$ cat src/rtl/uart_pkg.sv
// Shared types and constants for the UART controller.
// Contents: TX/RX state enums, oversampling constants.
// Imported by uart_ctrl; no logic lives here.
package uart_pkg;

  // Ticks per bit period, and the tick at which the start bit is re-checked.
  localparam int OVERSAMPLE = 16;
  localparam int SAMPLE_MID = 8;

  typedef enum logic [2:0] {
    TX_IDLE,
    TX_START,
    TX_DATA,
    TX_PARITY,
    TX_STOP
  } tx_state_t;

  typedef enum logic [2:0] {
    RX_IDLE,
    RX_START,
    RX_DATA,
    RX_PARITY,
    RX_STOP,
    RX_WAIT_HIGH
  } rx_state_t;

endpackage

$ cat src/rtl/uart_rx_fifo.sv
// Receive buffer: synchronous FIFO holding {data, parity_err, frame_err} entries.
// Ports: push/push_data in, pop/pop_data (head, 0-cycle read) out, empty, level, overrun pulse.
// Backpressure: a push into a full FIFO is dropped unless a pop happens in the same cycle.
module uart_rx_fifo #(
  parameter int WIDTH = 10,
  parameter int DEPTH = 4
) (
  input  logic                     clk,
  input  logic                     rst,
  input  logic                     push,
  input  logic [WIDTH-1:0]         push_data,
  input  logic                     pop,
  output logic [WIDTH-1:0]         pop_data,
  output logic                     empty,
  output logic [$clog2(DEPTH):0]   level,
  output logic                     overrun
);

  localparam int AW = $clog2(DEPTH);

  logic [WIDTH-1:0] mem [DEPTH];
  logic [AW-1:0]    wr_ptr;
  logic [AW-1:0]    rd_ptr;
  logic [AW:0]      count;
  logic             full;
  logic             do_push;
  logic             do_pop;

  assign full     = (count == (AW+1)'(DEPTH));
  assign empty    = (count == '0);
  assign do_pop   = pop && !empty;
  // A pop frees the slot this cycle, so a push into a full FIFO still lands.
  assign do_push  = push && (!full || do_pop);
  assign pop_data = mem[rd_ptr];
  assign level    = count;

  always_ff @(posedge clk) begin
    if (do_push) begin
      mem[wr_ptr] <= push_data;
    end
  end

  always_ff @(posedge clk) begin
    if (rst) begin
      wr_ptr  <= '0;
      rd_ptr  <= '0;
      count   <= '0;
      overrun <= 1'b0;
    end else begin
      if (do_push) begin
        wr_ptr <= wr_ptr + 1'b1;
      end
      if (do_pop) begin
        rd_ptr <= rd_ptr + 1'b1;
      end
      case ({do_push, do_pop})
        2'b10:   count <= count + 1'b1;
        2'b01:   count <= count - 1'b1;
        default: count <= count;
      endcase
      overrun <= push && !do_push;
    end
  end

endmodule

$ cat src/rtl/uart_ctrl.sv
// UART controller: 16x oversampled transmitter and receiver with a receive FIFO.
// Ports: rx/tx serial lines, tx valid/ready/data handshake, rx FIFO head (valid/ready/data + flags),
//        rx_overrun pulse, rx_busy/tx_busy, rx_level. Optional parity: define UART_CTRL_PARITY_EN.
module uart_ctrl
  import uart_pkg::*;
#(
  parameter int CLK_DIV       = 326,
  parameter int DATA_BITS     = 8,
  parameter int STOP_BITS     = 1,
  parameter int PARITY_ODD    = 0,
  parameter int RX_FIFO_DEPTH = 4
) (
  input  logic                           clk,
  input  logic                           rst,
  input  logic                           rx,
  output logic                           tx,
  input  logic                           tx_valid,
  output logic                           tx_ready,
  input  logic [DATA_BITS-1:0]           tx_data,
  output logic                           rx_valid,
  input  logic                           rx_ready,
  output logic [DATA_BITS-1:0]           rx_data,
  output logic                           rx_frame_err,
  output logic                           rx_parity_err,
  output logic                           rx_overrun,
  output logic                           rx_busy,
  output logic                           tx_busy,
  output logic [$clog2(RX_FIFO_DEPTH):0] rx_level
);

  localparam int              DIV_W     = (CLK_DIV > 1) ? $clog2(CLK_DIV) : 1;
  localparam logic [DIV_W-1:0] DIV_LAST = DIV_W'(CLK_DIV - 1);
  localparam logic [3:0]      TICK_LAST = 4'(OVERSAMPLE - 1);
  localparam logic [3:0]      TICK_MID  = 4'(SAMPLE_MID - 1);
  localparam logic [2:0]      DATA_LAST = 3'(DATA_BITS - 1);
  localparam logic [2:0]      STOP_LAST = 3'(STOP_BITS - 1);
  localparam int              FW        = DATA_BITS + 2;

  if (DATA_BITS < 5 || DATA_BITS > 8 || (STOP_BITS != 1 && STOP_BITS != 2) ||
      (PARITY_ODD != 0 && PARITY_ODD != 1) || RX_FIFO_DEPTH < 2 ||
      (RX_FIFO_DEPTH & (RX_FIFO_DEPTH - 1)) != 0) begin : g_param_check
    $error("uart_ctrl: illegal parameter value");
  end

`ifdef UART_CTRL_PARITY_EN
  localparam logic PAR_ODD = (PARITY_ODD != 0);
`endif

  // ------------------------------------------------------------------
  // Transmitter
  // ------------------------------------------------------------------
  tx_state_t            tx_state, tx_state_n;
  logic [DIV_W-1:0]     tx_div;
  logic [3:0]           tx_tcnt;
  logic [2:0]           tx_idx;
  logic [DATA_BITS-1:0] tx_shift;
  logic                 tx_tick;
  logic                 tx_bit_end;
  logic                 tx_load;
  logic                 tx_shift_en;
  logic                 tx_idx_clr;
  logic                 tx_idx_inc;
`ifdef UART_CTRL_PARITY_EN
  logic                 tx_par;
`endif

  assign tx_tick    = (tx_div == DIV_LAST);
  assign tx_bit_end = tx_tick && (tx_tcnt == TICK_LAST);
  assign tx_ready   = (tx_state == TX_IDLE);
  assign tx_busy    = !tx_ready;

  always_comb begin
    tx_state_n  = tx_state;
    tx_load     = 1'b0;
    tx_shift_en = 1'b0;
    tx_idx_clr  = 1'b0;
    tx_idx_inc  = 1'b0;
    case (tx_state)
      TX_IDLE: begin
        if (tx_valid) begin
          tx_state_n = TX_START;
          tx_load    = 1'b1;
        end
      end
      TX_START: begin
        if (tx_bit_end) begin
          tx_state_n = TX_DATA;
          tx_idx_clr = 1'b1;
        end
      end
      TX_DATA: begin
        if (tx_bit_end) begin
          tx_shift_en = 1'b1;
          if (tx_idx == DATA_LAST) begin
`ifdef UART_CTRL_PARITY_EN
            tx_state_n = TX_PARITY;
`else
            tx_state_n = TX_STOP;
`endif
            tx_idx_clr = 1'b1;
          end else begin
            tx_idx_inc = 1'b1;
          end
        end
      end
`ifdef UART_CTRL_PARITY_EN
      TX_PARITY: begin
        if (tx_bit_end) begin
          tx_state_n = TX_STOP;
          tx_idx_clr = 1'b1;
        end
      end
`endif
      TX_STOP: begin
        if (tx_bit_end) begin
          if (tx_idx == STOP_LAST) begin
            tx_state_n = TX_IDLE;
          end else begin
            tx_idx_inc = 1'b1;
          end
        end
      end
      default: tx_state_n = TX_IDLE;
    endcase
  end

  // Line level is a pure function of registered state, so reset drives it high at once.
  always_comb begin
    tx = 1'b1;
    case (tx_state)
      TX_START:  tx = 1'b0;
      TX_DATA:   tx = tx_shift[0];
`ifdef UART_CTRL_PARITY_EN
      TX_PARITY: tx = tx_par;
`endif
      default:   tx = 1'b1;
    endcase
  end

  always_ff @(posedge clk) begin
    if (rst) begin
      tx_state <= TX_IDLE;
      tx_div   <= '0;
      tx_tcnt  <= '0;
      tx_idx   <= '0;
      tx_shift <= '0;
`ifdef UART_CTRL_PARITY_EN
      tx_par   <= 1'b0;
`endif
    end else begin
      tx_state <= tx_state_n;
      // Counters sit at zero while idle, so the start bit begins a fresh bit period.
      if (tx_state == TX_IDLE) begin
        tx_div  <= '0;
        tx_tcnt <= '0;
      end else if (tx_tick) begin
        tx_div  <= '0;
        tx_tcnt <= tx_tcnt + 1'b1;
      end else begin
        tx_div  <= tx_div + 1'b1;
      end
      if (tx_idx_clr) begin
        tx_idx <= '0;
      end else if (tx_idx_inc) begin
        tx_idx <= tx_idx + 1'b1;
      end
      if (tx_load) begin
        tx_shift <= tx_data;
`ifdef UART_CTRL_PARITY_EN
        tx_par   <= (^tx_data) ^ PAR_ODD;
`endif
      end else if (tx_shift_en) begin
        tx_shift <= tx_shift >> 1;
      end
    end
  end

  // ------------------------------------------------------------------
  // Receiver
  // ------------------------------------------------------------------
  rx_state_t            rx_state, rx_state_n;
  logic                 rx_s1, rx_sync;
  logic [DIV_W-1:0]     rx_div;
  logic [3:0]           rx_tcnt;
  logic [2:0]           rx_idx;
  logic [DATA_BITS-1:0] rx_shift;
  logic                 rx_tick;
  logic                 rx_mid;
  logic                 rx_sample;
  logic                 rx_tcnt_clr;
  logic                 rx_idx_inc;
  logic                 rx_data_en;
  logic                 rx_stop_en;
  logic                 rx_ferr;
  logic                 rx_perr;
  logic                 rx_push;
  logic                 fifo_empty;
  logic [FW-1:0]        fifo_head;
`ifdef UART_CTRL_PARITY_EN
  logic                 rx_par_en;
`endif

  always_ff @(posedge clk) begin
    if (rst) begin
      rx_s1   <= 1'b1;
      rx_sync <= 1'b1;
    end else begin
      rx_s1   <= rx;
      rx_sync <= rx_s1;
    end
  end

  assign rx_tick   = (rx_div == DIV_LAST);
  assign rx_mid    = rx_tick && (rx_tcnt == TICK_MID);
  // After the mid-start re-check the tick counter is cleared, so each later
  // sample lands a full 16 ticks after the previous one.
  assign rx_sample = rx_tick && (rx_tcnt == TICK_LAST);
  assign rx_busy   = (rx_state != RX_IDLE);

  always_comb begin
    rx_state_n  = rx_state;
    rx_tcnt_clr = 1'b0;
    rx_idx_inc  = 1'b0;
    rx_data_en  = 1'b0;
    rx_stop_en  = 1'b0;
`ifdef UART_CTRL_PARITY_EN
    rx_par_en   = 1'b0;
`endif
    case (rx_state)
      RX_IDLE: begin
        if (!rx_sync) begin
          rx_state_n = RX_START;
        end
      end
      RX_START: begin
        if (rx_mid) begin
          if (rx_sync) begin
            rx_state_n = RX_IDLE;  // too short to be a start bit
          end else begin
            rx_state_n  = RX_DATA;
            rx_tcnt_clr = 1'b1;
          end
        end
      end
      RX_DATA: begin
        if (rx_sample) begin
          rx_data_en = 1'b1;
          if (rx_idx == DATA_LAST) begin
`ifdef UART_CTRL_PARITY_EN
            rx_state_n = RX_PARITY;
`else
            rx_state_n = RX_STOP;
`endif
          end else begin
            rx_idx_inc = 1'b1;
          end
        end
      end
`ifdef UART_CTRL_PARITY_EN
      RX_PARITY: begin
        if (rx_sample) begin
          rx_par_en  = 1'b1;
          rx_state_n = RX_STOP;
        end
      end
`endif
      RX_STOP: begin
        if (rx_sample) begin
          rx_stop_en = 1'b1;
          // A low stop may be the front of a break; wait for the line to recover.
          rx_state_n = rx_sync ? RX_IDLE : RX_WAIT_HIGH;
        end
      end
      RX_WAIT_HIGH: begin
        if (rx_sync) begin
          rx_state_n = RX_IDLE;
        end
      end
      default: rx_state_n = RX_IDLE;
    endcase
  end

  always_ff @(posedge clk) begin
    if (rst) begin
      rx_state <= RX_IDLE;
      rx_div   <= '0;
      rx_tcnt  <= '0;
      rx_idx   <= '0;
      rx_shift <= '0;
      rx_ferr  <= 1'b0;
      rx_push  <= 1'b0;
    end else begin
      rx_state <= rx_state_n;
      if (rx_state == RX_IDLE || rx_state == RX_WAIT_HIGH) begin
        rx_div  <= '0;
        rx_tcnt <= '0;
        rx_idx  <= '0;
      end else begin
        rx_div <= rx_tick ? '0 : rx_div + 1'b1;
        if (rx_tcnt_clr) begin
          rx_tcnt <= '0;
        end else if (rx_tick) begin
          rx_tcnt <= rx_tcnt + 1'b1;
        end
        if (rx_idx_inc) begin
          rx_idx <= rx_idx + 1'b1;
        end
      end
      if (rx_data_en) begin
        rx_shift <= {rx_sync, rx_shift[DATA_BITS-1:1]};
      end
      if (rx_stop_en) begin
        rx_ferr <= !rx_sync;
      end
      rx_push <= rx_stop_en;
    end
  end

`ifdef UART_CTRL_PARITY_EN
  always_ff @(posedge clk) begin
    if (rst) begin
      rx_perr <= 1'b0;
    end else if (rx_par_en) begin
      rx_perr <= rx_sync != ((^rx_shift) ^ PAR_ODD);
    end
  end
`else
  assign rx_perr = 1'b0;
`endif

  uart_rx_fifo #(
    .WIDTH (FW),
    .DEPTH (RX_FIFO_DEPTH)
  ) u_rx_fifo (
    .clk       (clk),
    .rst       (rst),
    .push      (rx_push),
    .push_data ({rx_shift, rx_perr, rx_ferr}),
    .pop       (rx_ready),
    .pop_data  (fifo_head),
    .empty     (fifo_empty),
    .level     (rx_level),
    .overrun   (rx_overrun)
  );

  assign rx_valid      = !fifo_empty;
  assign rx_data       = fifo_head[FW-1:2];
  // Flags are qualified so an empty FIFO never shows stale or unwritten entries.
  assign rx_parity_err = !fifo_empty && fifo_head[1];
  assign rx_frame_err  = !fifo_empty && fifo_head[0];

endmodule

$ cat config.mk
export PLATFORM = sky130hd
export DESIGN_NAME = uart_ctrl
export DESIGN_NICKNAME = d
export VERILOG_FILES = /design/src/rtl/uart_pkg.sv /design/src/rtl/uart_rx_fifo.sv /design/src/rtl/uart_ctrl.sv
export SDC_FILE = /design/constraint.sdc
export NUM_CORES = 1
export LEC_CHECK = 0
export ABC_CLOCK_PERIOD_IN_PS = 3600
export CAP_MARGIN = 20
export CORE_MARGIN = 1
export CORE_UTILIZATION = 58
export CTS_BUF_LIST = sky130_fd_sc_hd__clkbuf_4 sky130_fd_sc_hd__clkbuf_8 sky130_fd_sc_hd__clkbuf_16
export CTS_CLUSTER_SIZE = 40
export DETAILED_ROUTE_END_ITERATION = 16
export PLACE_DENSITY_LB_ADDON = 0.05
export SKIP_CTS_REPAIR_TIMING = 1
export SYNTH_ARGS = -nofsm -noshare
export SYNTH_HDL_FRONTEND = slang
export SYNTH_SLANG_ARGS = --single-unit
$ cat constraint.sdc
create_clock -name clk -period 3.6 [get_ports clk]
set_input_delay 0.54 -clock clk [delete_from_list [all_inputs] [get_ports clk]]
set_output_delay 0.54 -clock clk [all_outputs]
set_load 0.03 [all_outputs]
; ---- Word level (Yosys, flattened, before mapping)
; Memory sizes are Yosys's and may differ from the RTL's. A register that Yosys moved wholly into a read port is not among the register bits.
; Index checks and enable logic that the tools add are counted.
[classes]
addsub = 10
eq_ne = 29
n_reduce_logical = 30
n_mux = 45
[op_table]
columns = operator, count
row1 = $mux W3, 13
row2 = $ne A2 B2 Y1 const B, 12
row3 = $mux W1, 21
row4 = $add A9 B1 Y9 const B, 2
row5 = $eq A3 B3 Y1 const B, 6
row6 = $eq A9 B9 Y1 const B, 2
row7 = $mux W8, 2
row8 = $pmux W3 S5, 1
row9 = $logic_not A3 Y1, 4
row10 = $pmux W3 S4, 1
row11 = $reduce_and A6 Y1, 2
row12 = $add A3 B1 Y3 const B, 3
row13 = $reduce_or A3 Y1, 3
row14 = $add A4 B1 Y4 const B, 2
row15 = $eq A4 B4 Y1 const B, 2
row16 = $logic_and A1 B1 Y1, 7
row17 = $eq A3 B1 Y1 const B, 2
row18 = $eq A3 B2 Y1 const B, 2
row19 = $mux W2, 3
row20 = $pmux W1 S2, 3
row21 = $pmux W3 S2, 1
row22 = $reduce_or A2 Y1, 3
row23 = $logic_not A1 Y1, 5
row24 = $add A2 B1 Y2 const B, 2
row25 = other kinds (8), 10
[word_totals]
regBits = 66
ram_bits = 36
mem_count = 1
wordCells = 133
[mem_list]
columns = memory, words, word_bits, read_ports, rd_clocked_by_memory_dff, wr, line_no
row1 = u_rx_fifo.mem, 4, 9, 1, 1, 1, uart_rx_fifo.sv:21  ; logic [WIDTH-1:0] mem [DEPTH];

; ---- Depth between registers and ports, before layout
; Gate-level depths: netlist of the first run.
[logic_depth]
word_depth = 7
depth_mapped = 9

; ---- Hierarchy
; From an unflattened synthesis of the first run, not the netlist that was laid out.
[unflattened]
hier_cells = 412
area_unflattened_um2 = 4566.9
[by_module_without_submodules]
columns = mod, cells_each, n_inst, seq_area_each_um2, area_each_um2
row1 = uart_ctrl, 304, 1, 1161.1, 2622.5
row2 = uart_rx_fifo, 108, 1, 1401.3, 1944.4

; ---- Least setup slack after synthesis of the first run
; No wires, ideal clock.
[synth_timing]
path_kind = input to register
from = input port rx_ready
to = register u_rx_fifo.count[2] (netlist: u_rx_fifo.level[2])
arrival_time_ps = 2622
slack_ps = 908
path_stages = 9
setup_time_ps = 71
required_time_ps = 3529
path_cell_list = or4b_2 and2_1 inv_1 ha_1 inv_1 fa_1 xor2_1 or3_1 a21oi_1
[synth_between]
elab_chain_len = 5
[synth_lines]
columns = item, line_no
row1 = from (decl), uart_ctrl.sv:21  ; input logic rx_ready,
row2 = $logic_and A1 B1 Y1 *, uart_rx_fifo.sv:31  ; assign do_pop = pop && !empty;
row3 = $logic_or A1 B1 Y1, uart_rx_fifo.sv:33  ; assign do_push = push && (!full || do_pop);
row4 = $logic_and A1 B1 Y1, uart_rx_fifo.sv:33
row5 = $eq A2 B1 Y1 or $eq A2 B2 Y1 (tied branches), uart_rx_fifo.sv:56  ; case ({do_push, do_pop})
row6 = $pmux W3 S2 or $reduce_bool A2 Y1 (tied branches), n/a
row7 = to (signal assigned), uart_rx_fifo.sv:57  ; 2'b10: count <= count + 1'b1;
row8 = to (signal assigned), uart_rx_fifo.sv:58  ; 2'b01: count <= count - 1'b1;
row9 = to (signal assigned), uart_rx_fifo.sv:59  ; default: count <= count;
row10 = to (decl), uart_rx_fifo.sv:24  ; logic [AW:0] count;
; Mark *: on every way between the ends. The rest lies on a longest branch, timed or not.
; A chain may end at the register's enable or synchronous reset.

==> results of run 1 <==
-- layer usage --
metal / global-route usage / part of all wire / up-vias
met1: 0.2446 / 0.46 / 1461
met4: 0.06452 / 0.012 / 0
met2: 0.3472 / 0.50 / 38
met5: 0 / 0 / -
met3: 0.05387 / 0.028 / 8
li1: - / - / 1554
-- cell type report --
cell class	count	area, um^2
clock buffers	10	131.4
clock inverters	6	53.80
repair buffers	34	330.3
fillers	571	2295
flip-flops and latches	104	2442
inverters	13	48.80
multi-input cells	279	1983
well taps	99	123.9
-- per-stage QoR --
stage / hold WS, ns / setup slack (ns) / power, mW
after floorplan: 0.3895 / 0.9079 / 1.539
after global placement: 0.3939 / 0.4260 / 1.626
after detailed placement: 0.3973 / 0.3724 / 1.634
after CTS: 0.4163 / 0.5337 / 2.302
after global routing: 0.4367 / 0.4303 / 2.387
final: 0.4144 / 0.5936 / 2.278
-- placed cells by master, fill, tap and decap left out, drive strengths merged, types with 9 or more instances in the layout --
cell type | synthesis | routed
a211oi | 9 | 9
a21oi | 26 | 26
and3 | 10 | 10
clkbuf | 14 | 10
clkdlybuf4s50 | 0 | 30
dfxtp | 68 | 68
edfxtp | 36 | 36
ha | 16 | 16
inv | 13 | 15
mux2i | 10 | 10
mux4 | 9 | 9
nand2 | 15 | 15
nand3 | 24 | 24
nand4 | 11 | 11
nor2 | 44 | 44
o21ai | 14 | 14
xor2 | 21 | 21
-- how the worst min path moves through the flow --
stage / end / start
floorplan: rx_sync$_SDFF_PP1_ / rx_s1$_SDFF_PP1_
global placement: rx_sync$_SDFF_PP1_ / rx_s1$_SDFF_PP1_
detailed placement: rx_sync$_SDFF_PP1_ / rx_s1$_SDFF_PP1_
CTS: rx_sync$_SDFF_PP1_ / rx_s1$_SDFF_PP1_
global route: rx_sync$_SDFF_PP1_ / rx_s1$_SDFF_PP1_
finish: rx_sync$_SDFF_PP1_ / rx_s1$_SDFF_PP1_
-- kinds of logic after synthesis --
logic type / count (synthesis)
XOR/XNOR: 27
AO/OA/AOI/OAI: 63
AND/OR/NAND/NOR: 151
other: 1
adder cells (fa/ha/maj): 17
multiplexers: 20
buffers and inverters: 32
flip-flops: 104
-- worst reg2reg max path: cells and delay by family, from the launching register on --
| kind | cells | cell delay [ns] |
|---|---|---|
| xor+xnor | 1 | 0.16 |
| compound gates | 1 | 0.14 |
| flops | 1 | 0.38 |
| fa+ha+maj | 2 | 0.54 |
| buf+inv | 2 | 0.14 |
| simple gates | 3 | 1.28 |
-- where the power goes --
group / total [mW] / switching (mW) / internal, mW
combinational: 0.314 / 0.187 / 0.127
clock: 0.671 / 0.401 / 0.270
sequential: 1.29 / 0.0570 / 1.24
total: 2.28 / 0.645 / 1.63
-- state kept, by name (all words and copies together), names as in the netlist, named ones only --
register / flops
rx_div: 9
rx_ferr: 1
rx_idx: 3
rx_push: 1
rx_s1: 1
rx_shift: 8
rx_state: 3
rx_sync: 1
rx_tcnt: 4
tx_div: 9
tx_idx: 3
tx_shift: 8
tx_state: 3
tx_tcnt: 4
u_rx_fifo.level: 3
u_rx_fifo.mem: 36
u_rx_fifo.overrun: 1
u_rx_fifo.rd_ptr: 2
u_rx_fifo.wr_ptr: 2
==> out/qor.yml, run 1 <==
cts:
  clockBufferDepth: 2
  clkTransAtPathRegs_ns: 0.11
  htreeDepth: 3
  clk_latency_ns: 0.37
  cts_root_buffer: "clkbuf_8"
  cts_buffers: 9
  cts_sinks: 104
  cts_tree: "built"
sta:
  fin_skew_ns: 0.01437
  maxClockFrequency_mhz: 332.6
  layout_min_cycle_time_ns: 3.006
  slew_headroom: 0.5917
  worstMarginPinSlew_ns: 0.6106
  drv_slew: 0
  hold_violations: 0
  post-route-period-util: 0.8351
  setup_tns_ns: 0
  setup_violations: 0
  rsz0062_at_grt: "false"
critical_path:
  crit_type: "reg -> out"
  cp.depth: 3
  rrSetupSlack_ns: 0.91
  reg2regPathDepth: 9
  worstSetupEndpointType: "primary output"
  critPathMaxFanout: 9
  crit_path_start_kind: "flip-flop"
  cpPeakStageDelay_ns: 0.72
  r2r-start: "u_rx_fifo.level[0]$_SDFFE_PP0P_"
  path_delay_family: "flip-flops"
  crit_path_end: "rx_frame_err"
  slowest_stage: "dfxtp_1"
  critPathBufInv: 1
  required_ns: 3.06
  r2r_end: "u_rx_fifo.level[2]$_SDFFE_PP0P_"
  path_cells: "mux4_2, and2_1, clkdlybuf4s50_1"
  arrival_ns: 2.47
cells_and_area:
  final_cells: 545
  drive_above_1_share: 0.08520
  diodes: 0
  areaGrowthSynthToFinish_pct: 12.31
  stdcell_area_mm2: 0.005114
  fin_util: 0.6903
  layout.nets: 471
yosys:
  synth_top_area_cell: "dfxtp_1"
  synth_common_cells: "dfxtp_1 (68), nor2_1 (44), edfxtp_1 (36)"
  synth_xor_area_frac: 0.05194
  synth_top_family_by_area: "simple AND/OR/NAND/NOR gates"
  synth_area_leaders: "dfxtp_1 (30%), edfxtp_1 (24%), mux4_2 (4.5%)"
  synthAdderAreaFrac: 0.04836
  yosys.area.top_type_share: 0.2990
  ys_types: 50
  synth-async-reset-ratio: 0
  avgSynthCellArea_um2: 10.97
  synth_compound_area_frac: 0.08244
  yosysSeqAreaShare: 0.5364
  synth_most_common_cell: "dfxtp_1"
  syn_inst: 415
  synth-simple-area-share: 0.1830
  ys.flop_type: "dfxtp_1"
  synth-seq-cells: 104
  synth.area.mux_share: 0.06897
  syn-cell-area_mm2: 0.004553
  synth_nets: 445
  ys.warnings.count: 0
  synth_enable_flop_cells: 36
routing:
  route.detailed.drc: 0
  first_iter_violations: 139
  routed_via_density: 5.617
  wire_per_inst_um: 14.15
  detail-route-antenna-nets: 0
  drt_wl_total_um: 7711
  drt_first_pass_iters: 4
  vias: 3061
pwr:
  pwr_density_cell_mw_per_mm2: 445.4
  peakVddDrop_v: 0.0003069
  p_leak_nw: 1.814
global_route:
  grt_pass1_wl_um: 13140
  overflow: 0
  grt_pass1_vias: 2802
  antenna_found_initial: 0
  grt_use_total: 0.2015
  grt_max_degree: 34
placed_design:
  place_area_mm2: 0.004928
  portBuffers: 30
  post-dp-hpwl_um: 5455
  post-place-cells: 529
  gp_congestion: 0.7554
floorplan:
  die_width_um: 90.60
  die-area_mm2: 0.008208
  io_pins: 32
  die_h_um: 90.60
  rows: 31
  coreArea_mm2: 0.007408
  initial_core_util: 0.6146
hold_path:
  hold_class: "reg -> reg"
  holdPathStages: 1
run_status:
  status: "finished clean"
flow_run:
  max_cap_viol_count: 0
Power figures use the tool's default switching activity.
==> run 2: changes to the inputs <==
--- a/config.mk
+++ b/config.mk
@@ -5,7 +5,7 @@
 export SDC_FILE = /design/constraint.sdc
 export NUM_CORES = 1
 export LEC_CHECK = 0
-export ABC_CLOCK_PERIOD_IN_PS = 3600
+export ABC_CLOCK_PERIOD_IN_PS = 2900
 export CAP_MARGIN = 20
 export CORE_MARGIN = 1
 export CORE_UTILIZATION = 58
==> constraint.sdc (replaced) <==
create_clock -name clk -period 2.9 [get_ports clk]
set_input_delay 0.435 -clock clk [delete_from_list [all_inputs] [get_ports clk]]
set_output_delay 0.435 -clock clk [all_outputs]
set_load 0.03 [all_outputs]
==> out/qor.yml, run 2 (synthesis gave the netlist of run 1 again) <==
routing:
  drt_wl_total_um: 7757
  routed_via_density: 5.646
  route.detailed.drc: 0
  detail-route-antenna-nets: 0
  wire_per_inst_um: 14.08
  drt_first_pass_iters: 4
  first_iter_violations: 107
  vias: 3111
cells_and_area:
  fin_util: 0.6962
  largest_reg_flops: 36
  fill_cells: 556
  top_regs: "u_rx_fifo.mem: 36 flops, rx_div: 9 flops, tx_div: 9 flops"
  diodes: 0
  top_register: "u_rx_fifo.mem"
  layout_common_cells: "dfxtp_1 (68), nor2_1 (44), edfxtp_1 (36)"
  final_cells: 551
  layout.nets: 477
  drive_above_1_share: 0.09735
  layout_commonest_cell: "dfxtp_1"
  stdcell_area_mm2: 0.005157
  areaGrowthSynthToFinish_pct: 13.27
critical_path:
  crit_path_frequent_cell: "inv_1"
  cp.depth: 10
  slowest_stage: "or4b_2"
  path_delay_family: "simple AND/OR/NAND/NOR gates"
  cpPeakStageDelay_ns: 0.63
  critPathBufInv: 3
  arrival_ns: 2.94
  required_ns: 3.21
  crit_type: "in -> reg"
  crit_path_start_kind: "primary input"
  critPathMaxFanout: 2
  path_cells: "clkdlybuf4s50_1, or4b_2, and2_1, inv_1, ha_1, inv_1, fa_1, xor2_1, or3_1, a21oi_1"
  reg2regPathDepth: 9
  worstSetupEndpointType: "flip-flop"
cts:
  cts_tree: "built"
  cts_root_buffer: "clkbuf_8"
  clkTransAtPathRegs_ns: 0.10
  cts_sinks: 104
  clk_latency_ns: 0.37
  htreeDepth: 3
  cts_buffers: 9
  clockBufferDepth: 2
run_status:
  status: "finished clean"
sta:
  final.setup.worst_slack_ns: 0.2751
  slew_headroom: 0.6058
  rsz0062_at_grt: "false"
  setup_violations: 0
  post-route-period-util: 0.9052
  fin_skew_ns: 0.01216
  drv_slew: 0
  setup_tns_ns: 0
  maxClockFrequency_mhz: 381.0
  hold_violations: 0
  worstMarginPinSlew_ns: 0.5763
  layout_min_cycle_time_ns: 2.625
  whs_ns: 0.4156
global_route:
  overflow: 0
  grt_pass1_vias: 3021
  grt_pass1_wl_um: 13440
  grt_max_degree: 34
  grt_use_total: 0.2052
  antenna_found_initial: 0
placed_design:
  portBuffers: 30
  gp_congestion: 0.7417
  place_area_mm2: 0.004974
  post-dp-hpwl_um: 5568
  post-place-cells: 535
  preCtsSetupSlack_ns: -0.09568
hold_path:
  holdPathStages: 1
  hold_class: "reg -> reg"
floorplan:
  coreArea_mm2: 0.007408
  rows: 31
  io_pins: 32
  die_width_um: 90.60
  initial_core_util: 0.6146
  die_h_um: 90.60
  die-area_mm2: 0.008208
pwr:
  design_power_total_mw: 2.832
  peakVddDrop_v: 0.0004748
  pwr_density_cell_mw_per_mm2: 549.2
  p_leak_nw: 1.839
flow_run:
  max_cap_viol_count: 0
run 2: worst paths after layout:
| check | slack [ns] | endpoint | startpoint |
|---|---|---|---|
| setup / recovery | 0.28 | u_rx_fifo.level[2]$_SDFFE_PP0P_ | rx_ready |
| hold / removal | 0.42 | rx_sync$_SDFF_PP1_ | rx_s1$_SDFF_PP1_ |
| setup reg to reg | 0.33 | u_rx_fifo.level[2]$_SDFFE_PP0P_ | u_rx_fifo.level[0]$_SDFFE_PP0P_ |
| hold reg to reg | 0.42 | rx_sync$_SDFF_PP1_ | rx_s1$_SDFF_PP1_ |
run 2: report_power, final:
group / internal, mW / switching, mW
Combinational: 0.157 / 0.226
Clock: 0.333 / 0.508
Sequential: 1.53 / 0.0732
run 2: worst reg2reg max path, cell delays in order, from the launching register on:
cell and delay, ns:
dfxtp_1 0.37, or4b_2 0.69, and2_1 0.20, inv_1 0.07, ha_1 0.16, inv_1 0.06
fa_1 0.37, xor2_1 0.15, or3_1 0.31, a21oi_1 0.14
run 2: area by class of cell:
type / count / area (um^2) / area share
flip-flops and latches: 104 / 2442 / 0.4736
multi-input cells: 279 / 1983 / 0.3845
repair buffers: 40 / 375.4 / 0.07278
clock buffers: 10 / 131.4 / 0.02547
well taps: 99 / 123.9 / 0.02402
clock inverters: 6 / 52.55 / 0.01019
inverters: 13 / 48.80 / 0.009461
run 2: metal layers:
| layer | part of all wire | GRT usage | wire, um |
|---|---|---|---|
| met3 | 0.032 | 0.06229 | 250 |
| met4 | 0.014 | 0.06855 | 110 |
| met2 | 0.51 | 0.3529 | 3931 |
| met1 | 0.45 | 0.2438 | 3465 |
| met5 | 0 | 0 | 0 |
